<file path="src/rtl/regfile_pkg.sv">
// regfile_pkg: shared defaults and port slice helper for the register file
package regfile_pkg;
  localparam int DEF_DATA_W = 16;
  localparam int DEF_DEPTH = 16;
  localparam int DEF_NUM_RD = 2;
  function automatic int port_lo(input int port, input int width);
    return port * width;
  endfunction
endpackage

</file>
<file path="src/rtl/regfile_scoreboard.sv">
// regfile_scoreboard: per-register busy bitmap with lock-over-write priority
module regfile_scoreboard #(
  parameter int DEPTH = 16,
  parameter int ADDR_W = $clog2(DEPTH),
  parameter int ZERO_REG = 1
) (
  input  logic              clk,
  input  logic              rst_n,
  input  logic              wr_en,
  input  logic [ADDR_W-1:0] wr_addr,
  input  logic              lock_en,
  input  logic [ADDR_W-1:0] lock_addr,
  output logic [DEPTH-1:0]  busy_vec
);
  logic [DEPTH-1:0] busy_nxt;
  // a new producer issuing on the same edge as the old one retiring keeps the register busy
  always_comb begin
    busy_nxt = busy_vec;
    for (int k = 0; k < DEPTH; k++)
      if (ZERO_REG == 0 || k != 0)
        busy_nxt[k] = (lock_en && lock_addr == ADDR_W'(k)) ? 1'b1 :
                      (wr_en && wr_addr == ADDR_W'(k)) ? 1'b0 : busy_vec[k];
  end
  always_ff @(posedge clk or negedge rst_n)
    if (!rst_n) busy_vec <= '0;
    else busy_vec <= busy_nxt;
endmodule

</file>
<file path="src/rtl/regfile_mp.sv">
// regfile_mp: multi-read-port register file with write bypass and RAW scoreboard
module regfile_mp
  import regfile_pkg::*;
#(
  parameter int DATA_W = DEF_DATA_W,
  parameter int DEPTH = DEF_DEPTH,
  parameter int ADDR_W = $clog2(DEPTH),
  parameter int NUM_RD = DEF_NUM_RD,
  parameter int ZERO_REG = 1,
  parameter int BYPASS = 1
) (
  input  logic                     clk,
  input  logic                     rst_n,
  input  logic [NUM_RD-1:0]        rd_en,
  input  logic [NUM_RD*ADDR_W-1:0] rd_addr,
  output logic [NUM_RD*DATA_W-1:0] rd_data,
  output logic [NUM_RD-1:0]        rd_busy,
  input  logic                     wr_en,
  input  logic [ADDR_W-1:0]        wr_addr,
  input  logic [DATA_W-1:0]        wr_data,
  input  logic                     lock_en,
  input  logic [ADDR_W-1:0]        lock_addr,
  output logic [DEPTH-1:0]         busy_vec
);
  localparam logic [ADDR_W:0] DEPTH_L = (ADDR_W + 1)'(DEPTH);
  logic [DATA_W-1:0] mem [0:DEPTH-1];
  regfile_scoreboard #(.DEPTH(DEPTH), .ADDR_W(ADDR_W), .ZERO_REG(ZERO_REG)) u_sb (
    .clk(clk), .rst_n(rst_n), .wr_en(wr_en), .wr_addr(wr_addr),
    .lock_en(lock_en), .lock_addr(lock_addr), .busy_vec(busy_vec)
  );
  always_ff @(posedge clk or negedge rst_n)
    if (!rst_n) begin
      for (int k = 0; k < DEPTH; k++) mem[k] <= '0;
    end else begin
      for (int k = 0; k < DEPTH; k++)
        if (wr_en && wr_addr == ADDR_W'(k) && (ZERO_REG == 0 || k != 0)) mem[k] <= wr_data;
    end
  for (genvar i = 0; i < NUM_RD; i++) begin : g_rd
    logic [ADDR_W-1:0] a;
    logic valid, wr_hit, lock_hit, b_nxt, b_q;
    logic [DATA_W-1:0] d_nxt, d_q;
    assign a = rd_addr[port_lo(i, ADDR_W) +: ADDR_W];
    // invalid addresses (out of range or hardwired zero) never hit the write or lock terms
    always_comb begin
      valid = ({1'b0, a} < DEPTH_L) && !(ZERO_REG != 0 && a == '0);
      wr_hit = wr_en && wr_addr == a;
      lock_hit = lock_en && lock_addr == a;
      d_nxt = !valid ? '0 : (BYPASS != 0 && wr_hit) ? wr_data : mem[a];
      b_nxt = valid && ((busy_vec[a] && !wr_hit) || lock_hit);
    end
    always_ff @(posedge clk or negedge rst_n)
      if (!rst_n) begin
        d_q <= '0;
        b_q <= 1'b0;
      end else if (rd_en[i]) begin
        d_q <= d_nxt;
        b_q <= b_nxt;
      end
    assign rd_data[port_lo(i, DATA_W) +: DATA_W] = d_q;
    assign rd_busy[i] = b_q;
  end
endmodule

</file>
<file path="config.mk">
export PLATFORM = sky130hd
export DESIGN_NAME = regfile_mp
export DESIGN_NICKNAME = d
export VERILOG_FILES = /design/src/rtl/regfile_pkg.sv /design/src/rtl/regfile_scoreboard.sv /design/src/rtl/regfile_mp.sv
export SDC_FILE = /design/constraint.sdc
export NUM_CORES = 1
export LEC_CHECK = 0
export ABC_AREA = 1
export CORE_ASPECT_RATIO = 1.2
export CORE_UTILIZATION = 23
export CTS_BUF_LIST = sky130_fd_sc_hd__clkbuf_16
export DETAILED_ROUTE_END_ITERATION = 8
export PLACE_DENSITY_LB_ADDON = 0.05
export SETUP_SLACK_MARGIN = 0.2
export SKIP_CTS_REPAIR_TIMING = 1
export SLEW_MARGIN = 30
export SYNTH_ARGS = -nofsm -noshare
export SYNTH_HDL_FRONTEND = slang
export SYNTH_SLANG_ARGS = --single-unit
</file>
<file path="constraint.sdc">
create_clock -name clk -period 1.2 [get_ports clk]
set_input_delay 0.36 -clock clk [delete_from_list [all_inputs] [get_ports clk]]
set_output_delay 0.36 -clock clk [all_outputs]
set_load 0.03 [all_outputs]
</file>
==> out/qor.csv, run 1 <==
stage,metric,value,unit
worst_setup_path,crit_type,flip-flop to output port,
detailed_routing,routed_wl,102,mm
global_routing,grt_antenna_before_repair,1,
clock_tree,clk_latency,570,ps
final_layout,syn_to_final_growth,72.9,%
placed_design,place_congestion,0.854,
status,status,"complete, but fails checks",
worst_setup_path,cp_num_buf_inv,2,
global_routing,grt_first_pass_wirelength,121,mm
pwr,p_leak,12.8,nW
logic_synthesis,syn_nets,2235,
sta,finalClockSkew,10.7,ps
detailed_routing,remaining_drc_errors,0,
sta,min_period,1630,ps
global_routing,grt-ovfl-total,0,
floorplanning,die_h,290,um
worst_setup_path,arrival,1270,ps
floorplanning,fp.dieArea,0.0704,mm2
placed_design,dpl_worst_slack,-1260,ps
final_layout,drive_above_1_share,0.458,
logic_synthesis,synth_top_area_cell,dfrtp_1,
logic_synthesis,synth_compound_area_frac,0.199,
final_layout,final_util,0.403,
worst_setup_path,reg2regPathDepth,13,
sta,setup_slack,-425,ps
pwr,vdd_drop_max,976,uV
logic_synthesis,ys_seq_area_frac,0.453,
clock_tree,cts_root_buf,clkbuf_16,
global_routing,grt_pass1_vias,17200,
floorplanning,ios,88,
logic_synthesis,synth.distinct_cells,37,
logic_synthesis,synthXorXnorAreaFrac,0.00275,
placed_design,place_inst,3447,
global_routing,grt_use_total,0.236,
worst_setup_path,worstSetupEndpointType,output port,
clock_tree,clk_pin_slew,60,ps
logic_synthesis,synthFlopType,dfrtp_1,
clock_tree,cts_tree,done,
sta,slew_viol_final,0,
logic_synthesis,synth.area.top_cells,"dfrtp_1 45%, nand2_1 15%, o21ai_0 10%",
detailed_routing,drtIter0Drc,1388,
worst_setup_path,critical_path.top_delay_family,flip-flops,
logic_synthesis,yosysMostFrequentCell,nand2_1,
placed_design,dpl.hpwl,58.9,mm
final_layout,n_antenna_cell,0,
sta,fin_setup_tns,-18950,ps
run,max_cap_viol_count,0,
logic_synthesis,synthArstFlopShare,1.00,
logic_synthesis,synth.avg_cell_area,7.26,um2
floorplanning,coreArea,0.0684,mm2
hold_path,hold_path_class,input pin to asynchronous set/reset pin,
final_layout,layoutNonFillerInstCount,3658,
sta,hold_violations,0,
status,violations,negative setup slack,
logic_synthesis,ys_ff_latch,289,
floorplanning,dieWidth,242,um
sta,period_share,1.35,
detailed_routing,vias_per_cell,5.02,
sta,rsz0062_at_grt,true,
worst_setup_path,critPathMaxFanout,2,
clock_tree,htree_levels,2,
logic_synthesis,synth_top_family_by_area,simple AND/OR/NAND/NOR gates,
pwr,pwr_density_cell,1390,mW/mm2
floorplanning,rows,105,
detailed_routing,avgRoutedWirePerCell,27.8,um
clock_tree,cts_buffer_depth,3,
logic_synthesis,synthAdderAreaFrac,0,
final_layout,layout.nets,2760,
pwr,power.total,38.3,mW
detailed_routing,vias,18400,
logic_synthesis,synth_edf_count,0,
worst_setup_path,crit_path_top_delay_cell,dfrtp_1,
worst_setup_path,rrSetupSlack,-180,ps
detailed_routing,ant_nets,0,
clock_tree,cts.sinks,289,
worst_setup_path,start_kind,flip-flop,
worst_setup_path,required,840,ps
logic_synthesis,synthSimpleGateAreaFrac,0.246,
logic_synthesis,syn_inst,2197,
placed_design,portBuffers,86,
sta,setup_viol,84,
logic_synthesis,synth_top_area_share,0.453,
sta,fmax,615,MHz
global_routing,grt_max_degree,59,
logic_synthesis,syn_area,0.0160,mm2
detailed_routing,firstDrtPassIters,5,
logic_synthesis,yosys_warnings,16,
worst_setup_path,cp.depth,2,
logic_synthesis,muxShareOfSynthArea,0,
clock_tree,cts-buffers-inserted,39,
worst_setup_path,cp_cell_sequence,buf_6 > buf_12,
logic_synthesis,synthTopCellsByCount,"652 x nand2_1, 323 x o21ai_0, 289 x dfrtp_1, 180 x inv_1, 175 x nand3_1",
worst_setup_path,max_stage_delay,430,ps
floorplanning,initial_core_util,0.233,
[state kept, by name, indices dropped and copies added, names as in the netlist]
register / count
g_rd.b_q: 2
mem: 240
u_sb.busy_vec: 15
g_rd.d_q: 32
[area by class of cell]
cell class	count	area, um2
Fill cell	6918	40900
Multi-Input combinational cell	1543	9180
Timing Repair Buffer	654	7970
Sequential cell	289	7260
Tap cell	909	1140
Clock buffer	41	1030
Inverter	195	838
Clock inverter	27	166
[worst reg2reg max path: cells and delay by family, from the launching register on]
| family | cells | cell delay (ps) |
|---|---|---|
| buffers and inverters | 3 | 250 |
| flip-flops | 1 | 390 |
| AND/OR/NAND/NOR | 10 | 630 |
[report_power, final]
group	switching (mW)	internal [mW]
clock	5.00	6.55
sequential	1.61	11.9
combinational	6.72	6.58
[kinds of logic after synthesis]
logic type,count (synthesis)
simple gates,960
other cells,1
compound gates,577
xor+xnor,5
buf+inv,365
flops,289
[final timing paths]
kind | start | end
setup / recovery | u_sb.busy_vec[10] | busy_vec[10]
hold / removal | rst_n | mem[191]
setup reg to reg | u_sb.busy_vec[6] | g_rd[0].b_q
hold reg to reg | mem[236] | mem[236]
max in group asynchronous | rst_n | g_rd[1].d_q[11]
min in group clk | wr_data[9] | g_rd[0].d_q[9]
[placed cells by master (no fill, tap or decap), types with 2 or more instances in the layout]
cell	count
o22ai_1	4
nand3_1	116
inv_4	7
nor2_4	22
clkinv_2	7
inv_16	2
buf_4	343
nand2_2	156
buf_12	144
clkinv_4	3
a21oi_2	6
clkbuf_16	81
clkbuf_2	2
nand4_1	16
xnor2_1	4
dfrtp_1	265
nand3_4	4
o21ai_0	94
buf_8	12
inv_1	117
buf_16	4
bufinv_16	2
clkinvlp_4	4
nand2_4	83
clkinv_1	10
nand2_1	415
dfrtp_2	24
inv_2	66
o221ai_1	14
dlymetal6s2s_1	8
o211ai_1	86
clkdlybuf4s50_1	17
nor2_1	72
a21oi_1	96
inv_8	4
nand3_2	56
o21ai_2	124
o21ai_1	147
nor2_2	16
buf_6	82
[per-layer routing]
layer | GRT usage | wire [um] | vias to the layer above
met1 | 0.305 | 41900 | 9168
met4 | 0.0826 | 5120 | 0
met3 | 0.0343 | 5080 | 225
met5 | 0 | 0 | -
li1 | - | - | 8335
met2 | 0.400 | 49600 | 651
[through the flow]
step                cell area (um2)  hold WS (ps)
finish                        27600           206
global route                  27600           215
CTS                           23100          -406
detailed placement            22000           211
global placement              22000           210
floorplan                     16700          64.4
No activity file was read; power rests on OpenSTA's default activity.
==> run 2: changes to the inputs <==
--- a/config.mk
+++ b/config.mk
@@ -10,7 +10,7 @@
 export CORE_UTILIZATION = 23
 export CTS_BUF_LIST = sky130_fd_sc_hd__clkbuf_16
 export DETAILED_ROUTE_END_ITERATION = 8
-export PLACE_DENSITY_LB_ADDON = 0.05
+export PLACE_DENSITY = 0.44
 export SETUP_SLACK_MARGIN = 0.2
 export SKIP_CTS_REPAIR_TIMING = 1
 export SLEW_MARGIN = 30
==> run 2 against run 1 <==
Compared with the run above: the flow still finishes with violations (negative setup slack); non-clock buffer count shrank 44; maximum frequency is 4.4% lower; clock skew rose by 13 ps; sequential share of layout area increased by 1.3 points; critical path type unchanged; largest cell class unchanged; largest power group unchanged; highest routed layer unchanged.
==> out/qor.csv, run 2 (synthesis gave the netlist of run 1 again) <==
stage,metric,value,unit,change
detailed_routing,remaining_drc_errors,0,,unchanged
final_layout,syn_to_final_growth,64.7,%,was 72.9%
final_layout,final_cell_mix,"490 x nand2_1, 341 x buf_4, 272 x dfrtp_1",,"was 415 x nand2_1, 343 x buf_4, 265 x dfrtp_1"
floorplanning,rows,105,,unchanged
hold_path,hold_path_class,input pin to asynchronous set/reset pin,,unchanged
final_layout,layout.nets,2713,,was 2760
global_routing,grt_antenna_before_repair,0,,was 1
worst_setup_path,crit_top_cell,buf_6,,
detailed_routing,avgRoutedWirePerCell,24.4,um,was 27.8 um
clock_tree,cts.sinks,289,,unchanged
final_layout,final_common_cell,nand2_1,,unchanged
sta,setup_slack,-500,ps,was -425 ps
clock_tree,clk_pin_slew,60,ps,about the same
final_layout,regMostFlops,mem,,unchanged
detailed_routing,vias_per_cell,5.09,,was 5.02
floorplanning,dieWidth,242,um,unchanged
floorplanning,ios,88,,unchanged
global_routing,grt_pass1_vias,16900,,was 17200
worst_setup_path,worstSetupEndpointType,output port,,unchanged
sta,period_share,1.42,,was 1.35
sta,min_period,1700,ps,was 1630 ps
placed_design,portBuffers,86,,unchanged
sta,slew_headroom,0.595,,
clock_tree,cts_buffer_depth,3,,unchanged
placed_design,place_congestion,0.858,,was 0.854
clock_tree,cts-buffers-inserted,36,,was 39
final_layout,largest_reg_flops,240,,unchanged
detailed_routing,firstDrtPassIters,6,,was 5
final_layout,drive_above_1_share,0.406,,was 0.458
sta,setup_viol,69,,was 84
sta,worst_slew_pin_slew,608,ps,
worst_setup_path,required,840,ps,about the same
sta,holdWs,210,ps,was 206 ps
detailed_routing,drtIter0Drc,1800,,was 1388
worst_setup_path,critPathMaxFanout,2,,unchanged
placed_design,dpl.hpwl,52.3,mm,was 58.9 mm
sta,rsz0062_at_grt,true,,unchanged
worst_setup_path,crit_type,flip-flop to output port,,unchanged
worst_setup_path,max_stage_delay,400,ps,was 430 ps
status,status,"complete, but fails checks",,unchanged
clock_tree,cts_tree,done,,unchanged
clock_tree,cts_root_buf,clkbuf_16,,unchanged
status,violations,negative setup slack,,unchanged
sta,finalClockSkew,23.9,ps,was 10.7 ps
final_layout,reg_top3,"mem x240, g_rd.d_q x32, u_sb.busy_vec x15",,unchanged
detailed_routing,ant_nets,0,,unchanged
worst_setup_path,arrival,1340,ps,was 1270 ps
worst_setup_path,cp_cell_sequence,buf_6 > buf_6 > buf_12,,was buf_6 > buf_12
pwr,vdd_drop_max,824,uV,was 976 uV
clock_tree,clk_latency,570,ps,about the same
detailed_routing,vias,18400,,about the same
global_routing,grt_first_pass_wirelength,112,mm,was 121 mm
floorplanning,initial_core_util,0.233,,unchanged
sta,fmax,588,MHz,was 615 MHz
pwr,power.total,36.2,mW,was 38.3 mW
pwr,p_leak,12.4,nW,was 12.8 nW
worst_setup_path,start_kind,flip-flop,,unchanged
sta,hold_violations,0,,unchanged
global_routing,grt-ovfl-total,0,,unchanged
worst_setup_path,crit_path_top_delay_cell,dfrtp_1,,unchanged
global_routing,grt_max_degree,60,,was 59
global_routing,grt_use_total,0.211,,was 0.236
clock_tree,htree_levels,2,,unchanged
floorplanning,die_h,290,um,unchanged
pwr,pwr_density_cell,1380,mW/mm2,was 1390 mW/mm2
run,max_cap_viol_count,0,,unchanged
detailed_routing,routed_wl,87.9,mm,was 102 mm
sta,slew_viol_final,0,,unchanged
floorplanning,fp.dieArea,0.0704,mm2,unchanged
floorplanning,coreArea,0.0684,mm2,unchanged
## run 2: changes by cell type in the layout (fill, tap and decap cells not counted), sizes merged
cell,change
clkinv,-2
clkinvlp,-2
dlymetal6s2s,+5
bufinv,-2
clkbuf,-14
inv,+3
buf,-36
clkdlybuf4s50,-4
diode,+1
## run 2: where the power goes
| part | leakage (nW) | switching (mW) | internal, mW |
|---|---|---|---|
| Combinational | 8.34 | 6.44 | 6.41 |
| Clock | 0.521 | 4.57 | 5.42 |
| Sequential | 3.52 | 1.53 | 11.9 |
## run 2: per-layer routing
layer / share of wire / routed length, um / vias to the layer above / GRT usage
met2: 0.47 / 41000 / 839 / 0.353
met5: 0 / 0 / - / 0
li1: - / - / 8215 / -
met4: 0.056 / 4960 / 0 / 0.0722
met3: 0.072 / 6340 / 235 / 0.0294
met1: 0.40 / 35600 / 9079 / 0.278
## run 2: cell type report
| cell class | instances | area [um2] |
|---|---|---|
| fill | 6889 | 42200 |
| timing repair buffer | 610 | 7240 |
| clock buffer | 36 | 901 |
| multi-input combinational | 1543 | 8800 |
| sequential | 289 | 7250 |
| antenna | 1 | 2.50 |
| tap | 909 | 1140 |
| clock inverter | 24 | 115 |
| inverter | 195 | 828 |
## run 2: worst paths after layout
kind / startpoint / endpoint / slack [ps] / cells after the start
setup / recovery: u_sb.busy_vec[1] / busy_vec[1] / -500 / 3
hold / removal: rst_n / mem[15] / 210 / 2
setup reg to reg: u_sb.busy_vec[6] / g_rd[0].b_q / -120 / 13
hold reg to reg: mem[178] / mem[178] / 510 / 2
max in group asynchronous: rst_n / mem[170] / 330 / 4
min in group clk: lock_en / u_sb.busy_vec[13] / 280 / 4
## run 2: worst max-delay path: cells and delay by family (launching register included)
family / cells / cell delay (ps)
buffers and inverters: 3 / 380
DFF: 1 / 400
## run 2: metrics by stage
stage                     cells  setup TNS, ps  setup WS (ps)   util  cell area (um2)
final                      3607         -17300           -500  0.384            26300
after global routing       3606         -21010           -527  0.384            26300
after CTS                  3494         -79140           -532  0.333            22800
after detailed placement   3434        -230550           -962  0.318            21800
after global placement     3434        -226770           -959  0.318            21800
after floorplan            2197          -7060           -235      -            16700
